## src/rtl/round_pkg.sv

```systemverilog
// Shared types and width helpers for the door-guessing round sequencer.
package round_pkg;

  typedef enum logic [2:0] {
    IDLE      = 3'd0,
    PLAY      = 3'd1,
    JUDGE     = 3'd2,
    PAUSE     = 3'd3,
    GAME_OVER = 3'd4
  } state_t;

  // Fibonacci feedback taps 8,6,5,4 -> bits 7,5,4,3
  localparam logic [7:0] LFSR_TAPS = 8'hB8;

  function automatic int sec_w(input int round_secs, input int pause_secs);
    int m;
    m = (round_secs > pause_secs) ? round_secs : pause_secs;
    return $clog2(m + 1);
  endfunction

  function automatic int life_w(input int lives_init);
    return $clog2(lives_init + 1);
  endfunction

  function automatic int win_w(input int num_players);
    return (num_players > 2) ? $clog2(num_players) : 1;
  endfunction

endpackage

```

## src/rtl/sec_tick_gen.sv

```systemverilog
// One-second prescaler: pulses tick on the last count, freezes under hold.
module sec_tick_gen #(
  parameter int TICKS_PER_SEC = 25_000_000
) (
  input  logic clk,
  input  logic reset,
  input  logic clear,
  input  logic hold,
  output logic tick
);
  localparam int CW = (TICKS_PER_SEC > 1) ? $clog2(TICKS_PER_SEC) : 1;
  localparam logic [CW-1:0] LAST = CW'(TICKS_PER_SEC - 1);

  logic [CW-1:0] cnt;

  assign tick = !hold && (cnt == LAST);

  always_ff @(posedge clk or negedge reset) begin
    if (!reset)      cnt <= '0;
    else if (clear)  cnt <= '0;
    else if (!hold)  cnt <= tick ? '0 : cnt + 1'b1;
  end
endmodule

```

## src/rtl/round_controller.sv

```systemverilog
// Round sequencer: timed play, one-cycle judge, timed pause, repeat until
// at most one player survives.
module round_controller
  import round_pkg::*;
#(
  parameter int          NUM_PLAYERS   = 2,
  parameter int          NUM_DOORS     = 4,
  parameter int          LIVES_INIT    = 3,
  parameter int          TICKS_PER_SEC = 25_000_000,
  parameter int          ROUND_SECS    = 10,
  parameter int          PAUSE_SECS    = 1,
  parameter logic [7:0]  LFSR_SEED     = 8'hA5,
  localparam int         DOOR_W        = $clog2(NUM_DOORS),
  localparam int         LIFE_W        = life_w(LIVES_INIT),
  localparam int         SEC_W         = sec_w(ROUND_SECS, PAUSE_SECS),
  localparam int         WIN_W         = win_w(NUM_PLAYERS)
) (
  input  logic                          clk,
  input  logic                          reset,
  input  logic                          start,
  input  logic                          hold,
  input  logic [NUM_PLAYERS*DOOR_W-1:0] player_pos,
  output state_t                        state,
  output logic [SEC_W-1:0]              seconds_left,
  output logic                          time_up,
  output logic [DOOR_W-1:0]             correct_door,
  output logic [NUM_PLAYERS*LIFE_W-1:0] lives,
  output logic [NUM_PLAYERS-1:0]        alive,
  output logic [7:0]                    round_count,
  output logic                          game_over,
  output logic [WIN_W-1:0]              winner,
  output logic                          winner_valid
);
  localparam int CNT_W = $clog2(NUM_PLAYERS + 1);
  localparam logic [NUM_PLAYERS-1:0][LIFE_W-1:0] LV_INIT =
    {NUM_PLAYERS{LIFE_W'(LIVES_INIT)}};

  state_t                               st, st_n;
  logic [SEC_W-1:0]                     secs, secs_n;
  logic [DOOR_W-1:0]                    door, door_n;
  logic [NUM_PLAYERS-1:0][LIFE_W-1:0]   lv, lv_n;
  logic [NUM_PLAYERS-1:0][DOOR_W-1:0]   pos;
  logic [7:0]                           rc, rc_n, lfsr;
  logic [CNT_W-1:0]                     alive_cnt;
  logic [WIN_W-1:0]                     win_idx;
  logic                                 clr, tick;

  sec_tick_gen #(.TICKS_PER_SEC(TICKS_PER_SEC)) u_tick (
    .clk(clk), .reset(reset), .clear(clr), .hold(hold), .tick(tick)
  );

  assign pos = player_pos;

  for (genvar g = 0; g < NUM_PLAYERS; g++) begin : g_alive
    assign alive[g] = |lv[g];
  end

  always_comb begin
    alive_cnt = '0;
    win_idx   = '0;
    for (int i = 0; i < NUM_PLAYERS; i++) begin
      alive_cnt = alive_cnt + CNT_W'(alive[i]);
      if (alive[i]) win_idx = WIN_W'(i);
    end
  end

  // LFSR free-runs regardless of state or hold so door choice depends on timing
  always_ff @(posedge clk or negedge reset) begin
    if (!reset) lfsr <= LFSR_SEED;
    else        lfsr <= {lfsr[6:0], ^(lfsr & LFSR_TAPS)};
  end

  always_ff @(posedge clk or negedge reset) begin
    if (!reset) begin
      st   <= IDLE;
      secs <= '0;
      door <= '0;
      lv   <= LV_INIT;
      rc   <= '0;
    end else begin
      st   <= st_n;
      secs <= secs_n;
      door <= door_n;
      lv   <= lv_n;
      rc   <= rc_n;
    end
  end

  always_comb begin
    st_n   = st;
    secs_n = secs;
    door_n = door;
    lv_n   = lv;
    rc_n   = rc;
    clr    = 1'b0;
    case (st)
      IDLE, GAME_OVER: begin
        if (start) begin
          st_n   = PLAY;
          clr    = 1'b1;
          secs_n = SEC_W'(ROUND_SECS);
          door_n = lfsr[DOOR_W-1:0];
          lv_n   = LV_INIT;
          rc_n   = '0;
        end
      end
      PLAY: begin
        if (tick) begin
          if (secs == SEC_W'(1)) begin
            st_n   = JUDGE;
            secs_n = '0;
          end else begin
            secs_n = secs - 1'b1;
          end
        end
      end
      JUDGE: begin
        for (int i = 0; i < NUM_PLAYERS; i++)
          if (alive[i] && pos[i] != door) lv_n[i] = lv[i] - 1'b1;
        if (rc != 8'hFF) rc_n = rc + 8'd1;
        st_n   = PAUSE;
        secs_n = SEC_W'(PAUSE_SECS);
        clr    = 1'b1;
      end
      PAUSE: begin
        if (tick) begin
          if (secs == SEC_W'(1)) begin
            secs_n = '0;
            if (alive_cnt >= CNT_W'(2)) begin
              st_n   = PLAY;
              clr    = 1'b1;
              secs_n = SEC_W'(ROUND_SECS);
              door_n = lfsr[DOOR_W-1:0];
            end else begin
              st_n = GAME_OVER;
            end
          end else begin
            secs_n = secs - 1'b1;
          end
        end
      end
      default: st_n = IDLE;
    endcase
  end

  assign state        = st;
  assign seconds_left = secs;
  assign time_up      = (st == JUDGE) || (st == PAUSE);
  assign correct_door = door;
  assign lives        = lv;
  assign round_count  = rc;
  assign game_over    = (st == GAME_OVER);
  assign winner_valid = (st == GAME_OVER) && (alive_cnt == CNT_W'(1));
  assign winner       = winner_valid ? win_idx : '0;
endmodule

```

## config.mk

```make
export PLATFORM = sky130hd
export DESIGN_NAME = round_controller
export DESIGN_NICKNAME = d
export VERILOG_FILES = /design/src/rtl/round_pkg.sv /design/src/rtl/sec_tick_gen.sv /design/src/rtl/round_controller.sv
export SDC_FILE = /design/constraint.sdc
export NUM_CORES = 1
export LEC_CHECK = 0
export ABC_CLOCK_PERIOD_IN_PS = 2900
export CORE_MARGIN = 1.5
export CORE_UTILIZATION = 45
export DETAILED_ROUTE_END_ITERATION = 10
export PLACE_DENSITY = 0.64
export SYNTH_ARGS = -nofsm -noshare
export SYNTH_HDL_FRONTEND = slang
export SYNTH_SLANG_ARGS = --single-unit
```

## constraint.sdc

```tcl
create_clock -name clk -period 2.9 [get_ports clk]
set_clock_uncertainty 0.1 [all_clocks]
set_input_delay 0.29 -clock clk [delete_from_list [all_inputs] [get_ports clk]]
set_output_delay 0.29 -clock clk [all_outputs]
set_load 0.005 [all_outputs]
```

==> metrics.md <==
| Metric | Value |
|---|---|
| Status | `completed` |
| Number of flops mapped to enable cells by yosys | `0` |
| Worst r2r src | `u_tick.cnt[10]` |
| Compound-Gate Fraction of Synth Area | `0.118` |
| Antenna violations before repair | `0` |
| Fillers | `595` |
| Number of antenna diodes | `0` |
| All-Layer GR Usage | `0.203` |
| Hold WS | `267 ps` |
| Period utilisation layout | `0.881` |
| CP Class | `register to output port` |
| Fmax | `391 MHz` |
| CTS tree | `done` |
| Max-slew violation count | `0` |
| P_sw | `0.450 mW` |
| Area share of the largest cell type after synthesis | `0.390` |
| Largest net degree at the start of global routing | `29` |
| # placed instances | `422` |
| Number of setup violations in the final report | `0` |
| MaxCap Viol Count | `0` |
| Post-Synth Simple-Gate Area | `0.278` |
| Synth area leaders | `dfrtp_1 39%, dfstp_2 7.1%, xor2_1 3.9%` |
| Cells after Synth | `313` |
| CP Launch Type | `register` |
| Main synth FF type | `dfrtp_1` |
| Mapped Avg Cell Area | `9.44 µm²` |
| Rows | `29` |
| Async S/R FF share, synth | `1.00` |
| CTS Buffer Depth | `2` |
| Final WL | `6.67 mm` |
| Die area | `7060 µm²` |
| Share of cells above drive strength 1 | `0.116` |
| Core Area | `6350 µm²` |
| Post-Syn Nets | `328` |
| Sequential share of the synthesized area | `0.461` |
| Most frequent cell after synthesis | `dfrtp_1` |
| Relative slew slack | `0.605` |
| Clock power frac | `0.266` |
| P_int | `1.13 mW` |
| Tmin final | `2550 ps` |
| Filler-free cell count of the finished design | `431` |
| RSZ-0062 raised after global routing | `false` |
| Yosys reg bits | `54` |
| Drt first pass iters | `4` |
| Sw Ratio | `0.285` |
| Clock slew at reported path FFs | `90 ps` |
| Die Span Y | `84.0 µm` |
| Via count | `2457` |
| H-tree Lvls | `2` |
| Cell count of the worst hold path | `0` |
| Worst-Skew Late Latency | `310 ps` |
| I/O Buffers | `34` |
| Fin. Hold Viols | `0` |
| Clk root buf | `clkbuf_8` |
| First-pass GRT wire length | `11.6 mm` |
| CP required | `2510 ps` |
| FF-to-FF path depth | `5` |
| Worst slew pin tran | `592 ps` |
| Mux contribution to synthesized area | `0.0279` |
| Initial Util | `0.465` |
| Critical Path End Type | `output port` |
| Total negative slack | `0 ps` |
| Clock Sinks | `54` |
| Vias in the first global route | `2367` |
| Area Growth Syn to Fin | `18.6%` |
| Leakage power | `1.49 nW` |
| Post-DRT Antenna Nets | `0` |
| DRC violations left | `0` |
| Vias per std cell | `5.70` |
| DIE WIDTH | `84.0 µm` |
| Peak VDD IR | `299 µV` |
| Synthesized cell area | `2960 µm²` |
| Tot Pwr | `1.58 mW` |
| Top cells by count, synth | `46 x dfrtp_1, 30 x nand2_1, 29 x nor2_1` |
| Yosys cell types | `56` |
| Iter 0 DRT Violations | `73` |
| Synth Area in XOR/XNOR | `0.0563` |
| Arrival @ worst endpoint | `2160 ps` |
| Routability congestion estimate | `0.829` |
| R2r endpoint | `u_tick.cnt[13]` |
| HP Start | `lfsr[6]` |
| Total congestion overflow | `0` |
| Largest family of logic cells by synthesized area | `simple AND/OR/NAND/NOR gates` |
| Synth Area in Adders | `0.0296` |
| Highest net fanout along the worst path | `4` |
| Cell taking the most area after synthesis | `dfrtp_1` |
| Synth warn | `0` |
| Top-level port count | `35` |
| Post-DP HPWL | `4.81 mm` |
| Reg2Reg Setup Slack | `390 ps` |
| Combinational Power Share | `0.183` |
| Hold Path Class | `register to register` |
| Total CTS buffers | `5` |
| Worst Hold End | `lfsr[7]` |
| Fin nets | `368` |
| WL/cell | `15.5 µm` |
| Power per cell area | `451 nW/µm²` |
| Sequential Power Share | `0.551` |
cells in the final DEF (no fill, tap or decap), types with 10 or more instances in the layout:
cell type,n
dfrtp_1,46
clkdlybuf4s50_1,33
nand2_1,30
nor2_1,29
a21oi_1,18
o21ai_0,17
nand3_1,15
xor2_1,13
nand4_1,12
inv_1,10
cell families after synthesis:
group | Yosys count
adders and majority gates | 7
xor gates and xnor gates | 19
AOI/OAI and AO/OA | 58
and+or+nand+nor | 146
buffers and inverters | 22
DFF | 54
muxes | 7
flip-flops by register name (all words and copies together) (netlist names):
| signal | cells |
|---|---|
| seconds_left | 4 |
| state | 3 |
| lives | 4 |
| correct_door | 2 |
| u_tick.cnt | 25 |
| lfsr | 8 |
| round_count | 8 |
cell type report:
class	instances	area, µm²	share of cell area
Multi-Input combinational cell	237	1510	0.430
Sequential cell	54	1360	0.388
Timing Repair Buffer	44	413	0.118
Tap cell	77	96.3	0.0275
Clock buffer	6	72.6	0.0207
Inverter	11	41.3	0.0118
Clock inverter	2	13.8	0.00393
worst max-delay path, cell delays in order (launching register included):
cell and delay (ps):
dfstp_2 550, inv_1 50, ha_1 180, inv_1 110, ha_1 240, and3_1 150
and2_1 150, clkdlybuf4s50_1 430
repair_timing:
item	in CTS	in global routing
buffers inserted	0	0
resized for setup	0	0
hold buffers	1	0
hold endpoints to repair	47	0
metrics by stage:
stage / setup WS, ps / util / area, µm²
CTS: 309 / 0.552 / 3500
detailed placement: 431 / 0.537 / 3410
global placement: 479 / 0.537 / 3410
floorplan: 591 / - / 2960
finish: 346 / 0.552 / 3500
global route: 223 / 0.552 / 3500
worst max path at each step:
stage / from / endpoint / cells past startpoint
2_1_floorplan: u_tick.cnt[10] / correct_door[0] / 5
3_3_place_gp: u_tick.cnt[10] / correct_door[1] / 5
3_5_place_dp: u_tick.cnt[10] / u_tick.cnt[13] / 5
4_1_cts: lives[2] / winner / 7
5_1_grt: lives[2] / winner / 7
6_report: lives[2] / winner / 7
power groups by stage:
stage                     registers [mW]  logic, mW  clock network (mW)
after floorplan                    0.876      0.162                   0
after global placement             0.886      0.287                   0
after detailed placement           0.888      0.292                   0
after CTS                          0.872      0.294               0.440
after global routing               0.885      0.325               0.465
final                              0.872      0.289               0.421
per-layer routing:
metal	vias up	GRT usage	share of wire
li1	1204	-	-
met4	0	0.0537	0.0073
met2	58	0.332	0.48
met3	6	0.0366	0.041
met5	-	0	0
met1	1189	0.279	0.47
No activity file was read; power rests on OpenSTA's default activity.
